--- src/rtl/uart_cmd_led_ctrl.sv ---
// uart_cmd_led_ctrl: parses 3-byte UART command frames {CMD, ARG, CMD} and
// drives PWM-dimmed LED channels from a hit mask ORed with an external overlay.
//
// Optional feature: define UART_CMD_ACK_EN to add a one-deep ack transmitter
// ('K' after an executed frame, 'E' after a rejected or timed-out frame).
//
// Ports:
//   clk, reset_n        clock, asynchronous active-low reset
//   rx_valid, rx_data   received byte strobe and data
//   overlay             external LED pattern ORed into the hit mask
//   led                 (hit_mask | overlay) gated by the PWM
//   hit_mask            current channel hit mask
//   brightness          current global PWM duty
//   frame_ok/frame_err  1-cycle result pulses
//   err_cnt             saturating error count
//   tx_valid/tx_data/tx_ready  ack byte handshake (UART_CMD_ACK_EN only)
module uart_cmd_led_ctrl #(
  parameter int unsigned N_CH        = 8,
  parameter int unsigned PWM_BITS    = 4,
  parameter int unsigned TIMEOUT_CYC = 1_000_000
) (
  input  logic                clk,
  input  logic                reset_n,
  input  logic                rx_valid,
  input  logic [7:0]          rx_data,
  input  logic [N_CH-1:0]     overlay,
  output logic [N_CH-1:0]     led,
  output logic [N_CH-1:0]     hit_mask,
  output logic [PWM_BITS-1:0] brightness,
  output logic                frame_ok,
  output logic                frame_err,
  output logic [7:0]          err_cnt
`ifdef UART_CMD_ACK_EN
  ,
  output logic                tx_valid,
  output logic [7:0]          tx_data,
  input  logic                tx_ready
`endif
);

  localparam int unsigned TMR_W = (TIMEOUT_CYC < 1) ? 1 : $clog2(TIMEOUT_CYC + 1);
  localparam int unsigned LOW_W = (N_CH < 8) ? N_CH : 8;

  typedef enum logic [1:0] {
    S_IDLE    = 2'd0,
    S_GOT_CMD = 2'd1,
    S_GOT_ARG = 2'd2
  } state_t;

  state_t              state_q, state_d;
  logic [7:0]          cmd_q, cmd_d;
  logic [7:0]          arg_q, arg_d;
  logic [TMR_W-1:0]    timer_q, timer_d;
  logic [N_CH-1:0]     mask_d;
  logic [PWM_BITS-1:0] bright_d;
  logic                ok_d, err_d;
  logic [7:0]          arg_idx;
  logic [PWM_BITS-1:0] pwm_cnt;

  // Channel index selected by an 'A' argument; values below 'A' wrap high and fall out of range
  assign arg_idx = arg_q - 8'h41;

  // Frame state register and datapath registers
  always_ff @(posedge clk or negedge reset_n) begin
    if (!reset_n) begin
      state_q    <= S_IDLE;
      cmd_q      <= 8'h00;
      arg_q      <= 8'h00;
      timer_q    <= '0;
      hit_mask   <= '0;
      brightness <= '1;
      frame_ok   <= 1'b0;
      frame_err  <= 1'b0;
      err_cnt    <= 8'h00;
    end else begin
      state_q    <= state_d;
      cmd_q      <= cmd_d;
      arg_q      <= arg_d;
      timer_q    <= timer_d;
      hit_mask   <= mask_d;
      brightness <= bright_d;
      frame_ok   <= ok_d;
      frame_err  <= err_d;
      if (err_d && (err_cnt != 8'hFF)) begin
        err_cnt <= err_cnt + 8'd1;
      end
    end
  end

  // Next-state, command execution and timeout
  always_comb begin
    state_d  = state_q;
    cmd_d    = cmd_q;
    arg_d    = arg_q;
    timer_d  = '0;
    mask_d   = hit_mask;
    bright_d = brightness;
    ok_d     = 1'b0;
    err_d    = 1'b0;

    if (rx_valid) begin
      unique case (state_q)
        S_IDLE: begin
          if (rx_data inside {8'h41, 8'h42, 8'h43}) begin
            cmd_d   = rx_data;
            state_d = S_GOT_CMD;
          end else begin
            err_d = 1'b1;
          end
        end
        S_GOT_CMD: begin
          arg_d   = rx_data;
          state_d = S_GOT_ARG;
        end
        S_GOT_ARG: begin
          state_d = S_IDLE;
          if (rx_data != cmd_q) begin
            err_d = 1'b1;
          end else begin
            unique case (cmd_q)
              8'h41: begin
                if (arg_q == 8'h60) begin
                  mask_d = '0;
                  ok_d   = 1'b1;
                end else if (arg_idx < 8'(N_CH)) begin
                  for (int i = 0; i < int'(N_CH); i++) begin
                    if (arg_idx == 8'(i)) mask_d[i] = 1'b1;
                  end
                  ok_d = 1'b1;
                end else begin
                  err_d = 1'b1;
                end
              end
              8'h42: begin
                bright_d = arg_q[PWM_BITS-1:0];
                ok_d     = 1'b1;
              end
              8'h43: begin
                mask_d[LOW_W-1:0] = arg_q[LOW_W-1:0];
                ok_d              = 1'b1;
              end
              default: err_d = 1'b1;
            endcase
          end
        end
        default: state_d = S_IDLE;
      endcase
    end else if (state_q != S_IDLE) begin
      // A byte on the expiry cycle takes the branch above, so it always wins
      if (timer_q == TMR_W'(TIMEOUT_CYC)) begin
        state_d = S_IDLE;
        err_d   = 1'b1;
      end else begin
        timer_d = timer_q + TMR_W'(1);
      end
    end
  end

  // Free-running PWM counter and registered LED drive
  always_ff @(posedge clk or negedge reset_n) begin
    if (!reset_n) begin
      pwm_cnt <= '0;
      led     <= '0;
    end else begin
      pwm_cnt <= pwm_cnt + PWM_BITS'(1);
      led     <= (hit_mask | overlay) & {N_CH{pwm_cnt < brightness}};
    end
  end

`ifdef UART_CMD_ACK_EN
  // One-deep ack buffer; a new ack is accepted only when the slot is free or draining
  always_ff @(posedge clk or negedge reset_n) begin
    if (!reset_n) begin
      tx_valid <= 1'b0;
      tx_data  <= 8'h00;
    end else if ((ok_d || err_d) && (!tx_valid || tx_ready)) begin
      tx_valid <= 1'b1;
      tx_data  <= ok_d ? 8'h4B : 8'h45;
    end else if (tx_valid && tx_ready) begin
      tx_valid <= 1'b0;
    end
  end
`endif

endmodule

--- config.mk ---
export PLATFORM = sky130hd
export DESIGN_NAME = uart_cmd_led_ctrl
export DESIGN_NICKNAME = d
export VERILOG_FILES = /design/src/rtl/uart_cmd_led_ctrl.sv
export SDC_FILE = /design/constraint.sdc
export NUM_CORES = 1
export LEC_CHECK = 0
export CAP_MARGIN = 20
export CELL_PAD_IN_SITES_DETAIL_PLACEMENT = 0
export CELL_PAD_IN_SITES_GLOBAL_PLACEMENT = 1
export CORE_UTILIZATION = 49
export CTS_CLUSTER_DIAMETER = 120
export CTS_CLUSTER_SIZE = 8
export DETAILED_ROUTE_END_ITERATION = 12
export DONT_BUFFER_PORTS = 1
export PLACE_DENSITY = 0.79
export RECOVER_POWER = 100
export SYNTH_ARGS = -nofsm -noshare
export SYNTH_HDL_FRONTEND = slang
export SYNTH_SLANG_ARGS = --single-unit
--- constraint.sdc ---
create_clock -name clk -period 2.9 [get_ports clk]
set_input_delay 0.435 -clock clk [delete_from_list [all_inputs] [get_ports clk]]
set_output_delay 0.435 -clock clk [all_outputs]
set_load 0.02 [all_outputs]
==> results of run 1 <==
## power by group through the flow
stage / Sequential [W] / Clock, W / Combinational [W]
after floorplan: 0.00124 / 0 / 0.000190
after global routing: 0.00129 / 0.00104 / 0.000238
after detailed placement: 0.00129 / 0 / 0.000190
after CTS: 0.00127 / 0.000981 / 0.000215
final: 0.00127 / 0.000958 / 0.000205
after global placement: 0.00129 / 0 / 0.000184
## routing by layer
layer / wire (um) / up-vias
li1: - / 1159
met1: 2970 / 1102
met2: 2830 / 49
met3: 329 / 9
met4: 118 / 0
met5: 0 / -
## state kept, by name, summed over array words and instances (netlist names), 2 cells and up
register    flops
err_cnt         8
hit_mask        8
timer_q        20
state_q         2
led             8
arg_q           8
brightness      4
cmd_q           8
pwm_cnt         4
## cell type report
cell class                 count  area share (%)
sequential                    72            47.3
multi-input combinational    235            40.8
clock buffer                  11            3.70
tap                           96            3.14
clock inverter                 5            2.72
inverter                      19            1.87
timing repair buffer           3           0.491
## synth_stat cells, types with 2 or more instances
cell type  number  share of area [%]
a21oi_1         6               0.86
a31oi_1         2               0.36
and2_1          5               0.90
and3_1          2               0.36
and4b_1         2               0.57
clkbuf_1       10                1.1
dfrtp_1        68                 49
dfstp_2         4                3.0
ha_1            7                2.5
inv_1          19                2.0
mux2_2         10                3.2
mux2i_1         6                1.7
nand2_1        34                3.7
nand2b_1        3               0.54
nand3_1        10                1.4
nand3b_1        2               0.43
nand4_1         9                1.6
nand4b_1        3               0.75
nor2_1         39                4.2
nor2b_1         2               0.36
nor3_1          5               0.72
nor3b_1         2               0.43
nor4_1          3               0.54
nor4b_1         3               0.75
o21a_1          8                1.7
o21ai_0        15                2.2
o31ai_1         3               0.65
xnor2_1        17                4.3
xor2_1         19                4.8
## critical path, cell delays in order, from the launching register on
cell	delay (ns)
dfrtp_1	0.43
nor4_4	0.35
nand4_1	0.19
or4_1	0.53
nor3b_1	0.66
mux2_1	0.38
## per-stage QoR
step / hold WS (ns) / power (W) / area, um^2
floorplan: 0.139 / 0.00143 / 3490
global placement: 0.142 / 0.00147 / 3580
detailed placement: 0.142 / 0.00148 / 3580
CTS: 0.209 / 0.00247 / 3860
global route: 0.206 / 0.00256 / 3820
finish: 0.220 / 0.00243 / 3820
## logic make-up after synthesis
kind of cell | Yosys count | synth area share [%]
and+or+nand+nor | 133 | 20.0
DFF | 72 | 51.8
AOI/OAI and AO/OA | 41 | 7.75
xor gates and xnor gates | 36 | 9.05
buffers and inverters | 29 | 3.12
muxes | 18 | 5.71
adders and majority gates | 7 | 2.51
## how the worst min path moves through the flow
stage / end / from / slack, ns
3_5_place_dp: led[1] / reset_n / 0.14
3_3_place_gp: led[1] / reset_n / 0.14
5_1_grt: led[7] / overlay[7] / 0.21
6_report: led[2] / overlay[2] / 0.22
2_1_floorplan: arg_q[0] / reset_n / 0.14
4_1_cts: led[4] / overlay[4] / 0.21
## cell usage in the layout (no fill, tap or decap), types with 10 or more instances in the layout
cell,instances
dfrtp_1,68
nor2_1,39
nand2_1,34
inv_1,19
xor2_1,19
xnor2_1,17
o21ai_0,15
nand3_1,10
mux2_2,10
clkbuf_8,10
## repair_timing
item / CTS / global route
buffers inserted: 0 / 0
endpoints found under the hold margin: 72 / 0
hold buffers: 2 / 0
==> flow_summary.yaml, run 1 <==
clock_tree:
  clockBufferDepth: 2
  tritoncts.num_buffers: 9
  h-tree-depth: 3
  path_clk_slew_ns: 0.08
  clk_latency_ns: 0.34
  clock-root-buffer: "clkbuf_8"
  cts.sinks: 72
  cts_resized: 0
  cts_tree: "built"
yosys:
  syn_area_um2: 3490
  synth_flop_cell: "dfrtp_1"
  syn_area_per_cell_um2: 10.4
  synth_seq_cells: 72
  yosys_warnings: 0
  ys_async_sr_fraction_pct: 100
  synth_edf_count: 0
  netlist-cell-type-count: 47
  yosysSeqAreaShare_pct: 51.8
  syn_nets: 362
  netlist_instances: 336
placed_design:
  dp_hpwl_mm: 4.30
  dp.cells: 423
  dp_slack_ns: 0.369
  numPortBuffers: 0
  globalplace.congestion: 0.750
sta:
  setup_violations: 0
  layout_setup_ws_ns: 0.293
  rsz0062_at_grt: "no"
  timing.fmax_ghz: 0.384
  finalHoldViolations: 0
  fin_tns_setup_ns: 0
  period_share_pct: 89.9
  slew_viol_final: 73
  max_slew_margin_pct: -14.8
  tightest_slew_ns: 1.72
  final.min_clock_period_ns: 2.61
  finClkSkew_ns: 0.0113
drt:
  routed_wl_mm: 6.25
  first_pass_iters: 4
  via_per_inst: 5.26
  drt_iter0_drc: 53
  vias: 2319
  wl_per_cell_um: 14.2
  ant_nets: 0
  drc_errors: 0
global_routing:
  grt_pass1_vias: 2227
  grt_util_all_layers_pct: 18.3
  use_met1_pct: 23.5
  use_met3_pct: 5.52
  busiest_layer: "met2"
  grt_max_degree: 73
  antenna_found_initial: 0
  gr-total-overflow: 0
  grt_pass1_wl_mm: 10.4
  use_met2_pct: 28.6
critical_path:
  critical_path_class: "reg2reg"
  worstSetupStartpoint: "cmd_q[2]"
  ff2ff_path_depth: 5
  critPathCapture: "brightness[0]"
  critPathMaxFanout: 7
  startpoint_type: "flip-flop"
  r2r_slack_ns: 0.29
  cp_data_arrival_time_ns: 2.88
  cp-end-kind: "flip-flop"
  r2r-start: "cmd_q[2]"
  crit_required_ns: 3.17
  rr_endpoint: "brightness[0]"
pwr:
  irDropWorstVdd_mv: 0.484
  swShare_pct: 26.8
  power_frac_clock_pct: 39.4
  power_switching_w: 0.000652
  leakagePower_nw: 1.68
  p_per_area_nw_per_um2: 637
  combPwrFrac_pct: 8.4
  intPower_w: 0.00178
  seqPwrFrac_pct: 52.2
die:
  core_um2: 6830
  dieArea_um2: 7460
  ios: 49
  die_w_um: 86.3
  start_util_pct: 51.0
  fp.dieH_um: 86.3
  rows: 30
min_path:
  hold_path.class: "in2reg"
  hold_depth: 1
final_layout:
  final.fill_count: 629
  multi_input_area_um2: 1560
  drive_gt1_share_pct: 8.99
  n_antenna_cell: 0
  fin_util_pct: 55.9
  seqCellArea_um2: 1810
  stdcell_count: 441
  final_nets: 366
  area_growth_pct: 9.62
flow_run:
  maxCapViolCount: 1
run_status:
  outcome: "finished, violations left"
  violations: "max-capacitance violations, max-slew violations"
Note: power is estimated with default switching activity, not from simulation.
==> run 2, diff against run 1 <==
CORE_UTILIZATION = 36   (was 49)
PLACE_DENSITY = 0.62   (was 0.79)
==> run 2 against run 1 <==
The run still ends with max-capacitance violations, max-slew violations left. First-iteration DRC count increased by 42%. Non-clock buffer count increased by 1. Sequential share of layout area decreased by 0.37 points. Final area increased by 0.79%. Total power decreased by 1.8%. Routed wire length increased by 8.4%. Clock power decreased by 5.2%. Clock-buffer cell count unchanged. Worst setup slack improved by 0.0082 ns. Utilization decreased by 15 points. Largest cell class unchanged. Highest routed layer unchanged.
==> flow_summary.yaml, run 2 (synthesized netlist as in run 1, its figures left out) <==
run_status:
  outcome: "finished, violations left"
  violations: "max-capacitance violations, max-slew violations"
sta:
  slew_viol_final: 73
  finalHoldViolations: 0
  rsz0062_at_grt: "no"
  timing.fmax_ghz: 0.385
  finClkSkew_ns: 0.00806
  setup_violations: 0
  final.min_clock_period_ns: 2.60
  fin_hold_ws_ns: 0.220
  max_slew_margin_pct: -17.9
  tightest_slew_ns: 1.77
  layout_setup_ws_ns: 0.301
  fin_tns_setup_ns: 0
  period_share_pct: 89.6
drt:
  ant_nets: 0
  via_per_inst: 4.88
  routed_wl_mm: 6.77
  vias: 2320
  drt_iter0_drc: 75
  drc_errors: 0
  wl_per_cell_um: 14.3
  first_pass_iters: 5
critical_path:
  startpoint_type: "flip-flop"
  cp_cell_sequence: "nor4_4, nand4_1, or4_1, a211oi_4, nor2b_1, mux2_4"
  cp-end-kind: "flip-flop"
  critPathMaxStageDelay_ns: 0.61
  cp_data_arrival_time_ns: 2.83
  critical_path_class: "reg2reg"
  worstSetupStartpoint: "cmd_q[2]"
  r2r_slack_ns: 0.30
  critPathBufInv: 0
  crit_required_ns: 3.13
  rr_endpoint: "err_cnt[1]"
  ff2ff_path_depth: 6
  crit_slowest_cell: "or4_1"
  cp_top_family: "simple AND/OR/NAND/NOR gates"
  r2r-start: "cmd_q[2]"
  critPathMaxFanout: 8
pwr:
  irDropWorstVdd_mv: 0.368
  leakagePower_nw: 1.67
  p_per_area_nw_per_um2: 621
final_layout:
  n_antenna_cell: 0
  area_growth_pct: 10.5
  registers.top_by_ff_count: "timer_q"
  fin_util_pct: 41.3
  seqCellArea_um2: 1810
  drive_gt1_share_pct: 9.25
  final_nets: 367
  layout_commonest_cell: "dfrtp_1"
  multi_input_area_um2: 1560
  mostFrequentLayoutCells: "dfrtp_1, nor2_1, nand2_1"
  final.fill_count: 937
  largest_reg_flops: 20
global_routing:
  grt_pass1_vias: 2359
  use_met2_pct: 23.3
  busiest_layer: "met2"
  antenna_found_initial: 0
  gr-total-overflow: 0
  grt_util_all_layers_pct: 15.0
  use_met3_pct: 4.87
  use_met1_pct: 19.1
  grt_max_degree: 73
  grt_pass1_wl_mm: 11.6
die:
  dieArea_um2: 10100
  rows: 35
  die_w_um: 100
  start_util_pct: 37.4
  fp.dieH_um: 100
  ios: 49
  core_um2: 9330
clock_tree:
  post_cts_buffers: 0
  cts.sinks: 72
  tritoncts.num_buffers: 9
  cts_resized: 0
  cts_tree: "built"
  h-tree-depth: 3
  clock-root-buffer: "clkbuf_8"
  clockBufferDepth: 2
  cts_hold_repair.buffers: 2
  clk_latency_ns: 0.34
  path_clk_slew_ns: 0.07
min_path:
  hold_start: "overlay[1]"
  min_to: "led[1]"
  hold_depth: 1
  hold_path.class: "in2reg"
placed_design:
  numPortBuffers: 0
  dp_hpwl_mm: 4.69
  dp_slack_ns: 0.346
  globalplace.congestion: 0.756
flow_run:
  maxCapViolCount: 1
==> run 2: cell types whose count changed in the layout (fill, tap and decap cells not counted), sizes merged <==
cell and change:
bufinv -1, clkinv +1, clkbuf +1
==> run 2: area by class of cell <==
cell class	count	share of cell area [%]
sequential	72	46.9
multi-input combinational	235	40.5
tap	129	4.19
clock buffer	11	3.93
clock inverter	5	2.05
inverter	19	1.85
timing repair buffer	4	0.585
==> run 2: metrics by stage <==
step	std cells	instance area (um^2)	power, W
3_5_place_dp	457	3620	0.00148
4_1_cts	475	3890	0.00244
6_report	475	3850	0.00239
5_1_grt	475	3850	0.00252
2_1_floorplan	336	3490	0.00143
3_3_place_gp	457	3620	0.00148
==> run 2: worst max-delay path by stage <==
| stage | to | slack [ns] | cells after the start |
|---|---|---|---|
| 6_report | err_cnt[1] | 0.30 | 6 |
| 5_1_grt | err_cnt[1] | 0.14 | 6 |
| 4_1_cts | err_cnt[1] | 0.34 | 6 |
| 3_3_place_gp | err_cnt[1] | 0.41 | 6 |
| 3_5_place_dp | err_cnt[1] | 0.35 | 6 |
| 2_1_floorplan | err_cnt[1] | 0.57 | 6 |
==> run 2: where the power goes <==
part | internal (W) | switching [W] | total, W
Clock | 0.000530 | 0.000378 | 0.000908
Combinational | 0.000105 | 0.000102 | 0.000207
Sequential | 0.00108 | 0.000193 | 0.00128
Total | 0.00172 | 0.000673 | 0.00239
==> run 2: routing by layer <==
metal  wire length, um  vias to the layer above
met1              3200                     1108
met3               385                       11
met2              3080                       51
met5                 0                        -
met4               103                        0
li1                  -                     1150
==> run 2: worst register-to-register path: stages (launching register included) <==
cell and delay (ns):
dfrtp_1 0.43, nor4_4 0.36, nand4_1 0.19, or4_1 0.61
a211oi_4 0.44, nor2b_1 0.15, mux2_4 0.31
